$ cat src/rtl/io_pkg.sv
// Shared register-offset encoding and port width for the memory-mapped IO port bank.
package io_pkg;

  localparam int IO_PORT_W = 8;

  typedef enum logic [1:0] {
    REG_DATA  = 2'd0,
    REG_DIR   = 2'd1,
    REG_IFLAG = 2'd2,
    REG_IMASK = 2'd3
  } reg_e;

endpackage

$ cat src/rtl/io_sync.sv
// Two-flop pin synchroniser plus a history flop, so the caller can detect rising edges.
module io_sync #(
  parameter int W = 8
) (
  input  logic         clk,
  input  logic         reset_n,
  input  logic [W-1:0] d,
  output logic [W-1:0] s2,
  output logic [W-1:0] s3
);

  logic [W-1:0] s1;

  // NOTE: sequential state uses non-blocking assignments so every flop samples pre-edge values.
  always_ff @(posedge clk or negedge reset_n) begin
    if (!reset_n) begin
      s1 <= '0;
      s2 <= '0;
      s3 <= '0;
    end else begin
      s1 <= d;
      s2 <= s1;
      s3 <= s2;
    end
  end

endmodule

$ cat src/rtl/io_port_bank.sv
// Bank of NUM_PORTS 8-bit bidirectional ports with rising-edge interrupt flags,
// decoded as four byte registers per port starting at BASE_ADDR.
module io_port_bank
  import io_pkg::*;
#(
  parameter int          NUM_PORTS = 2,
  parameter logic [15:0] BASE_ADDR = 16'h8400
) (
  input  logic                           clk,
  input  logic                           reset_n,
  input  logic [15:0]                    bus_addr,
  input  logic [7:0]                     bus_wdata,
  input  logic                           bus_we,
  input  logic                           bus_wr_phase,
  output logic                           bus_sel,
  output logic [7:0]                     bus_rdata,
  output logic                           irq,
  input  logic [IO_PORT_W*NUM_PORTS-1:0] port_in,
  output logic [IO_PORT_W*NUM_PORTS-1:0] port_out,
  output logic [IO_PORT_W*NUM_PORTS-1:0] port_oe
);

  // One extra bit keeps the upper bound from wrapping when the window ends at 0xFFFF.
  localparam logic [16:0] WIN_LO = {1'b0, BASE_ADDR};
  localparam logic [16:0] WIN_HI = WIN_LO + 17'(4 * NUM_PORTS);

  logic [NUM_PORTS-1:0][IO_PORT_W-1:0] out_q, oe_q, iflag_q, imask_q;
  logic [NUM_PORTS-1:0][IO_PORT_W-1:0] s2, s3, oe_next, edge_ev, clr;
  logic [5:0]  offset;
  logic [3:0]  port_idx;
  reg_e        reg_sel;
  logic        wr_en;
  logic [1:0]  arm_cnt;
  logic        armed;
  logic [7:0]  rd_val;

  assign bus_sel  = ({1'b0, bus_addr} >= WIN_LO) && ({1'b0, bus_addr} < WIN_HI);
  // Window is at most 64 bytes and 4-byte aligned, so the low six bits decode it fully.
  assign offset   = bus_addr[5:0] - BASE_ADDR[5:0];
  assign port_idx = offset[5:2];
  assign reg_sel  = reg_e'(offset[1:0]);
  assign wr_en    = bus_we && bus_wr_phase && bus_sel;
  assign armed    = (arm_cnt == 2'd3);

  assign port_out = out_q;
  assign port_oe  = oe_q;

  for (genvar p = 0; p < NUM_PORTS; p++) begin : g_sync
    io_sync #(.W(IO_PORT_W)) u_sync (
      .clk     (clk),
      .reset_n (reset_n),
      .d       (port_in[IO_PORT_W*p +: IO_PORT_W]),
      .s2      (s2[p]),
      .s3      (s3[p])
    );
  end

  // NOTE: every always_comb output gets a default first so no path can infer a latch.
  always_comb begin
    oe_next = oe_q;
    clr     = '0;
    edge_ev = '0;
    rd_val  = '0;
    for (int p = 0; p < NUM_PORTS; p++) begin
      if (wr_en && port_idx == 4'(p)) begin
        if (reg_sel == REG_DIR)   oe_next[p] = bus_wdata;
        if (reg_sel == REG_IFLAG) clr[p]     = bus_wdata;
      end
      // Using the incoming direction masks events from the very edge a bit turns output.
      if (armed) edge_ev[p] = s2[p] & ~s3[p] & ~oe_next[p];
      if (bus_sel && port_idx == 4'(p)) begin
        case (reg_sel)
          REG_DATA:  rd_val = (oe_q[p] & out_q[p]) | (~oe_q[p] & s2[p]);
          REG_DIR:   rd_val = oe_q[p];
          REG_IFLAG: rd_val = iflag_q[p];
          REG_IMASK: rd_val = imask_q[p];
          default:   rd_val = '0;
        endcase
      end
    end
  end

  // NOTE: the per-port register arrays are a handful of flops, not a RAM, so they take the async reset.
  always_ff @(posedge clk or negedge reset_n) begin
    if (!reset_n) begin
      out_q     <= '0;
      oe_q      <= '0;
      iflag_q   <= '0;
      imask_q   <= '0;
      arm_cnt   <= '0;
      bus_rdata <= '0;
      irq       <= 1'b0;
    end else begin
      if (!armed) arm_cnt <= arm_cnt + 2'd1;
      oe_q <= oe_next;
      for (int p = 0; p < NUM_PORTS; p++) begin
        if (wr_en && port_idx == 4'(p) && reg_sel == REG_DATA)  out_q[p]   <= bus_wdata;
        if (wr_en && port_idx == 4'(p) && reg_sel == REG_IMASK) imask_q[p] <= bus_wdata;
        // Set wins over a same-edge clear of the same bit.
        iflag_q[p] <= (iflag_q[p] & ~clr[p]) | edge_ev[p];
      end
      irq       <= |(iflag_q & imask_q);
      bus_rdata <= rd_val;
    end
  end

endmodule

$ cat config.mk
export PLATFORM = sky130hd
export DESIGN_NAME = io_port_bank
export DESIGN_NICKNAME = d
export VERILOG_FILES = /design/src/rtl/io_pkg.sv /design/src/rtl/io_sync.sv /design/src/rtl/io_port_bank.sv
export SDC_FILE = /design/constraint.sdc
export NUM_CORES = 1
export LEC_CHECK = 0
export BUFFER_PORTS_ARGS = -buffer_cell sky130_fd_sc_hd__buf_2
export CORE_MARGIN = 2
export CORE_UTILIZATION = 30
export CTS_BUF_LIST = sky130_fd_sc_hd__clkbuf_16
export DETAILED_ROUTE_END_ITERATION = 6
export SYNTH_ARGS = -nofsm -noshare
export SYNTH_HDL_FRONTEND = slang
export SYNTH_SLANG_ARGS = --single-unit
$ cat constraint.sdc
create_clock -name clk -period 4.4 [get_ports clk]
set_input_delay 0.44 -clock clk [delete_from_list [all_inputs] [get_ports clk]]
set_output_delay 0.44 -clock clk [all_outputs]
set_load 0.005 [all_outputs]
## Word-level counts from Yosys, hierarchy flattened

Index checks and enable logic that the tools add are counted.

| cells by class | value |
|---|---|
| $lt $le $gt $ge | 2 |
| reductions and logical operators | 14 |
| multiplexer cells | 13 |
| bitwise logic cells | 23 |
| equal/unequal tests | 5 |
| add/subtract/negate cells | 1 |

Operators with widths:

| operator | count |
|---|---|
| 8-bit 2-to-1 mux | 11 |
| 8-bit bitwise AND | 10 |
| 8-bit inverter | 8 |
| 8-bit one-hot mux with 4 select lines | 2 |
| 8-bit bitwise OR | 4 |
| 16-bit bitwise AND | 1 |
| 16-bit greater-or-equal comparator, second input constant | 1 |
| 16-bit < comparator, second input constant | 1 |
| 16-bit OR reduction | 1 |
| 1-bit logical AND | 11 |
| 2-bit equality test, second input constant | 3 |
| 4-bit by 1-bit equality test with 1-bit output, second input constant | 1 |
| 4-bit logical NOT | 1 |
| 2-bit by 1-bit adder with 2-bit output, second input constant | 1 |
| 2-bit by 1-bit equality test with 1-bit output, second input constant | 1 |
| 2-bit logical NOT | 1 |

| word-level totals | value |
|---|---|
| register bits after elaboration | 123 |
| bits of input ports | 44 |

## Longest topological paths before layout

Gate-level depths: netlist (run 1).

| logic depth | value |
|---|---|
| depth after elaboration | 9 |
| depth in mapped cells | 7 |
| depth with buffers taken out | 5 |

## Modules after synthesis

From an unflattened synthesis (run 1), not the netlist that was laid out.

| unflattened totals | value |
|---|---|
| cell total of the unflattened synthesis | 408 |
| area total of the unflattened synthesis | 5,346.4 um2 |

Modules (own cells, without submodules):

| module | area each (um2) | cells each | instances | seq. area each (um2) |
|---|---|---|---|---|
| io_port_bank | 4,145.2 | 360 | 1 | 1,876.8 |
| io_sync | 600.6 | 24 | 2 | 600.6 |

## Worst setup path after synthesis (run 1)

OpenSTA, ideal clock, no wires.

| timing | value |
|---|---|
| path type | input port to flip-flop |
| start | in bus_addr[14] |
| end | reg out_q (netlist bit port_out[0]) |
| data arrival time | 1.736 ns |
| stages on the path | 6 |
| required time | 4.275 ns |
| slack | 2.539 ns |
| setup time | 0.125 ns |
| path through | nor4b_4 nand4_4 inv_1 and3_1 buf_2 mux2_2 |

| on the way | value |
|---|---|
| longest elaborated chain between the ends | 5 |
| elaborated cells on any way between the ends | 6 |

RTL lines:

| item | line | text |
|---|---|---|
| start: declaration | io_port_bank.sv:11 | `input logic [15:0] bus_addr,` |
| 16-bit greater-or-equal comparator / 16-bit < comparator (equally long branches) | io_port_bank.sv:37 | `assign bus_sel = ({1'b0, bus_addr} >= WIN_LO) && ({1'b0, bus_addr} < WIN_HI);` |
| 1-bit logical AND (*) | io_port_bank.sv:37 |  |
| named net bus_sel | io_port_bank.sv:15 | `output logic bus_sel,` |
| 1-bit logical AND (*) | io_port_bank.sv:42 | `assign wr_en = bus_we && bus_wr_phase && bus_sel;` |
| 1-bit logical AND (*) (2 in a row) | io_port_bank.sv:97 | `if (wr_en && port_idx == 4'(p) && reg_sel == REG_DATA) out_q[p] <= bus_wdata;` |
| end signal: indexed assignment | io_port_bank.sv:97 |  |
| end: declaration | io_port_bank.sv:27 | `logic [NUM_PORTS-1:0][IO_PORT_W-1:0] out_q, oe_q, iflag_q, imask_q;` |

Mark *: on every way through the listed nets, which the timed path passes. The rest lies on a longest branch.
A chain may end at the register's enable or synchronous reset.

## Final worst setup path (run 1)

| timing | value |
|---|---|
| start | in bus_addr[14] |
| end | reg out_q (netlist bit port_out[14]) |

| on the way | value |
|---|---|
| longest elaborated chain between the ends | 5 |
| elaborated cells on any way between the ends | 6 |

RTL lines:

| item | line |
|---|---|
| 16-bit greater-or-equal comparator / 16-bit < comparator (equally long branches) | io_port_bank.sv:37 |
| 1-bit logical AND (*) | io_port_bank.sv:37 |
| 1-bit logical AND (*) | io_port_bank.sv:42 |
| 1-bit logical AND (*) (2 in a row) | io_port_bank.sv:97 |

Mark *: on every way between the ends. The rest lies on a longest branch, timed or not.

==> flow_summary.ini, run 1 <==
[cts]
clk_pin_slew_worst_paths_ns = 0.05
cts_tree = built
htree_num_levels = 4
hold_buffers = 0
cts_buffers = 17
insertion_delay_ns = 0.41
cts_setup_buffers = 0
cts_resized = 0
clockRootBuffer = clkbuf_16
cts_sinks = 123
clk_path_buf_depth = 2

[global_route]
overflow = 0
grt_pass1_wl_um = 21600
grt.total_usage_pct = 15.6
grt_pass1_vias = 3866
grt_max_degree = 59
antenna_found_initial = 0

[floorplan]
die_w_um = 137
ios = 86
rows = 48
die_h_um = 137
initial_core_util_pct = 30.6
core_area_mm2 = 0.0173
die_area_mm2 = 0.0187

[timing]
maxSlewViolCount = 0
finClkSkew_ns = 0.00727
hold_violations = 0
max_freq_mhz = 435
worstMarginPinSlew_ns = 0.996
setup_viol = 0
rsz0062_at_grt = no
slew_headroom_pct = 33.6
period_minus_slack_ns = 2.30
tns_ns = 0
post-route-period-util_pct = 52.2

[logic_synthesis]
synth_fa_ha_area_share_pct = 0.236
avgSynthCellArea_um2 = 13.4
yosys.area.top_type_share_pct = 58.1
ys.flop_type = dfrtp_1
ys_seq_elements = 123
synth-async-reset-ratio_pct = 100
yosysMostFrequentCell = dfrtp_1
syn_area_mm2 = 0.00530
ys_types = 35
yosys.area_share.xor_xnor_pct = 0.165
yosysSeqAreaShare_pct = 58.1
synth_area_leader_cell = dfrtp_1
synthTopCellsByCount = dfrtp_1, o21ai_0, mux2_2
synth_warnings = 0
synth_top_family_by_area = multiplexers
syn_nets = 440
synth_edf_count = 0
synth_compound_area_share_pct = 7.65
synth_mux_area_share_pct = 19.7
yosys.area_share.simple_pct = 11.5
synth_cells = 395
yosys-top-cells-area = dfrtp_1, mux2_2, mux4_2

[placement]
routabilityCongestion = 0.779
place_inst = 685
hpwl_um = 9240
io_buffers = 85

[hold_path]
hold_path_class = primary input to asynchronous set/reset pin

[routing]
vias = 3650
drt_iter0_markers = 327
wl_um = 13700
firstDrtPassIters = 7
routed_via_density = 5.10
wl_per_cell_um = 19.1
drcViolationCount = 0
ant_nets = 0

[pwr]
p_clk_share_pct = 52.0
switching_share_pct = 20.7
comb_power_share_pct = 4.6
pwr-share-seq_pct = 43.4
vdd_drop_max_mv = 0.287
p_int_mw = 2.13
p_switching_mw = 0.555
p_leak_nw = 3.01
powerDensity_mw_per_mm2 = 412

[critical_path]
worst-path-max-fanout = 29
worst_ep_arrival_time_ns = 2.59
required_ns = 4.70
start_kind = primary input
criticalPathCategory = primary input to flip-flop
crit_path_end_kind = flip-flop

[cells_and_area]
drive_above_1_share_pct = 37.3
antenna_cells = 0
layoutNonFillerInstCount = 716
nNetsFinal = 524
fillers = 1690
syn_to_final_growth_pct = 23.0

[run_status]
status = completed

[job]
drv_cap = 0
-- path summary, 6_finish.rpt --
check / slack [ns] / startpoint / endpoint / cells after the start
max in group asynchronous: 3.33 / reset_n / imask_q[1] / 2
setup reg to reg: 2.37 / arm_cnt[0] / iflag_q[14] / 4
min in group clk: 0.13 / port_in[15] / g_sync[1].u_sync.s1[7] / 1
setup / recovery: 2.10 / bus_addr[14] / port_out[14] / 6
hold / removal: 0.09 / reset_n / port_out[15] / 1
hold reg to reg: 0.35 / g_sync[1].u_sync.s1[2] / g_sync[1].u_sync.s2[2] / 0
-- routing by layer --
layer | wire (um) | vias to the layer above | GRT usage, %
met2 | 6780 | 147 | 24.8
met5 | 0 | - | 0
met1 | 5630 | 1847 | 20.1
met4 | 187 | 0 | 6.01
li1 | - | 1642 | -
met3 | 1110 | 14 | 4.78
-- critical path, stage by stage --
cell and delay, ns:
buf_2 0.11, nor4b_4 0.32, nand4_4 0.39, inv_1 0.28, and3_1 0.63, mux2_2 0.41
-- layout by cell type, fill, tap and decap left out, drive strengths merged --
master,n
and4bb,1
o31ai,14
ha,1
clkbuf,17
buf,88
clkinv,6
a221oi,4
nand4,6
nand3,16
dfrtp,123
xnor2,1
o21ai,46
or4,16
nor3,1
nor4b,1
mux2i,8
nand3b,16
nor2b,1
nand2,3
and3,2
or3,1
inv,12
and4b,1
clkinvlp,1
mux4,16
nor2,25
a22o,4
nor4,1
bufinv,4
or4b,1
mux2,51
nand2b,3
-- sequential cells by signal, indices dropped and copies added, names as in the netlist --
name,flops
g_sync.u_sync.s1,16
g_sync.u_sync.s2,16
g_sync.u_sync.s3,16
iflag_q,16
imask_q,16
port_oe,16
port_out,16
bus_rdata,8
arm_cnt,2
irq,1
-- power by group through the flow --
stage                     clock network [mW]  registers [mW]  logic [mW]
final                                   1.40            1.16       0.124
after global routing                    1.48            1.17       0.138
after CTS                               1.43            1.16       0.127
after detailed placement                   0            1.18       0.126
after global placement                     0            1.18       0.124
after floorplan                            0            1.18      0.0594
-- metrics by stage --
step	power, mW	area [um2]	hold WS, ns	setup WS [ns]	utilization (%)
after global placement	1.31	5930	0.334	1.73	34.3
after detailed placement	1.31	5930	0.335	1.63	34.3
final	2.69	6510	0.0909	2.10	37.7
after floorplan	1.24	5300	0.144	2.54	-
after CTS	2.72	6510	0.106	2.07	37.7
after global routing	2.78	6510	0.114	1.90	37.7
-- logic make-up after synthesis --
| group | count (synthesis) |
|---|---|
| flops | 123 |
| simple gates | 95 |
| mux | 75 |
| compound gates | 68 |
| buf+inv | 32 |
| xor+xnor | 1 |
| fa+ha+maj | 1 |
-- final cells by class --
cell class / count / area, um2 / share of cell area [%]
clock buffer: 17 / 425 / 6.53
clock inverter: 14 / 163 / 2.50
inverter: 9 / 33.8 / 0.519
multi-input combinational: 240 / 2080 / 32.0
sequential: 123 / 3080 / 47.3
tap: 225 / 282 / 4.32
timing repair buffer: 88 / 450 / 6.92
Note: power is estimated with default switching activity, not from simulation.
==> run 2: changes to the inputs <==
==> constraint.sdc (replaced) <==
create_clock -name clk -period 2.4 [get_ports clk]
set_input_delay 0.24 -clock clk [delete_from_list [all_inputs] [get_ports clk]]
set_output_delay 0.24 -clock clk [all_outputs]
set_load 0.005 [all_outputs]
==> run 2 against run 1 <==
  * Clock-buffer cell count stayed put
  * Combinational power is 110% higher
  * Clock skew is 0.00092 ns lower
  * First-iteration DRC count is 5.5% lower
==> flow_summary.ini, run 2 (synthesized netlist as in run 1, its figures left out) <==
[run_status]
status = completed

[critical_path]
start_kind = flip-flop
reg2reg_depth = 5
worst_ep_arrival_time_ns = 2.10
r2r_setup_slack_ns = 0.65
crit_chain = ha_1 -> buf_4 -> nand3b_1 -> or4_1 -> nand3_1
crit_path_end_kind = flip-flop
worst-path-max-fanout = 12
required_ns = 2.75
r2r-end = iflag_q[4]
r2r_start = arm_cnt[0]
criticalPathCategory = flip-flop to flip-flop
slowest_stage = or4_1
cpPeakStageDelay_ns = 0.42

[timing]
period_minus_slack_ns = 1.75
maxSlewViolCount = 0
post-route-period-util_pct = 73.1
finClkSkew_ns = 0.00634
timing.final.ws_setup_ns = 0.646
whs_ns = 0.165
tns_ns = 0
worstMarginPinSlew_ns = 0.538
setup_viol = 0
hold_violations = 0
max_freq_mhz = 570
slew_headroom_pct = 64.1
rsz0062_at_grt = no

[global_route]
grt.total_usage_pct = 15.7
grt_pass1_vias = 3909
antenna_found_initial = 0
grt_max_degree = 83
overflow = 0
grt_pass1_wl_um = 21800

[cts]
clk_pin_slew_worst_paths_ns = 0.05
insertion_delay_ns = 0.41
hold_buffers = 17
htree_num_levels = 4
cts_buffers = 17
cts_resized = 0
clockRootBuffer = clkbuf_16
cts_sinks = 123
cts_tree = built
clk_path_buf_depth = 2
cts_setup_buffers = 0

[job]
drv_cap = 0

[cells_and_area]
layout_commonest_cell = dfrtp_1
fillers = 1684
multi_input_area_mm2 = 0.00208
layout_common_cells = dfrtp_1, buf_2, o21ai_0
stdcell_area_mm2 = 0.00683
antenna_cells = 0
register_area_mm2 = 0.00308
syn_to_final_growth_pct = 28.9
nNetsFinal = 556
drive_above_1_share_pct = 38.2

[routing]
vias = 3809
firstDrtPassIters = 4
wl_um = 13900
drt_iter0_markers = 309
routed_via_density = 5.09
drcViolationCount = 0
wl_per_cell_um = 18.5
ant_nets = 0

[floorplan]
core_area_mm2 = 0.0173
rows = 48
die_area_mm2 = 0.0187
die_w_um = 137
die_h_um = 137
ios = 86
initial_core_util_pct = 30.6

[placement]
hpwl_um = 9660
place_ws_ns = 0.386
io_buffers = 85
routabilityCongestion = 0.824
post_dp_cell_area_mm2 = 0.00606

[hold_path]
hold_path_class = primary input to asynchronous set/reset pin

[pwr]
power_mw = 4.97
powerDensity_mw_per_mm2 = 728
vdd_drop_max_mv = 0.523
p_leak_nw = 3.17
run 2: cell count changes in the layout (fill, tap and decap cells not counted):
cell / delta
dlygate4sd3_1: +17
buf_4: +13
clkinv_1: -3
clkinv_2: +3
buf_12: +2
inv_1: +2
clkinvlp_4: -1
run 2: area by class of cell:
class,instances,share of cell area [%]
Timing Repair Buffer,120,11.1
Multi-Input combinational cell,240,30.5
Tap cell,225,4.12
Clock inverter,15,2.44
Inverter,9,0.495
Clock buffer,17,6.23
Sequential cell,123,45.1
run 2: through the flow:
stage	std cells	utilization (%)
2_1_floorplan	395	-
3_3_place_gp	700	35.1
3_5_place_dp	700	35.1
4_1_cts	749	39.5
5_1_grt	749	39.5
6_report	749	39.5
run 2: worst max-delay path by stage:
stage | cells past startpoint | to | slack, ns | start
after floorplan | 6 | iflag_q[10] | 0.72 | arm_cnt[0]
after global placement | 5 | imask_q[11] | 0.47 | bus_addr[14]
after detailed placement | 5 | imask_q[15] | 0.39 | bus_addr[9]
after CTS | 5 | iflag_q[4] | 0.62 | arm_cnt[0]
after global routing | 5 | iflag_q[12] | 0.52 | arm_cnt[0]
final | 5 | iflag_q[4] | 0.65 | arm_cnt[0]
run 2: metal layers:
layer	vias to the layer above	GRT usage, %	routed length [um]
li1	1711	-	-
met2	124	26.4	7200
met4	0	4.87	173
met1	1961	19.4	5720
met5	-	0	0
met3	13	4.63	763
run 2: critical path: cells and delay by family, from the launching register on:
| family | cells | cell delay, ns |
|---|---|---|
| AND/OR/NAND/NOR | 3 | 0.64 |
| flip-flops | 1 | 0.37 |
| adder cells (fa/ha/maj) | 1 | 0.37 |
| buffers and inverters | 1 | 0.31 |
run 2: power by group:
group / total [mW] / internal, mW / switching [mW] / leakage, nW
registers: 2.13 / 2.12 / 0.0171 / 1.51
clock network: 2.58 / 1.70 / 0.883 / 0.311
logic: 0.255 / 0.118 / 0.137 / 1.35
total: 4.97 / 3.93 / 1.04 / 3.17
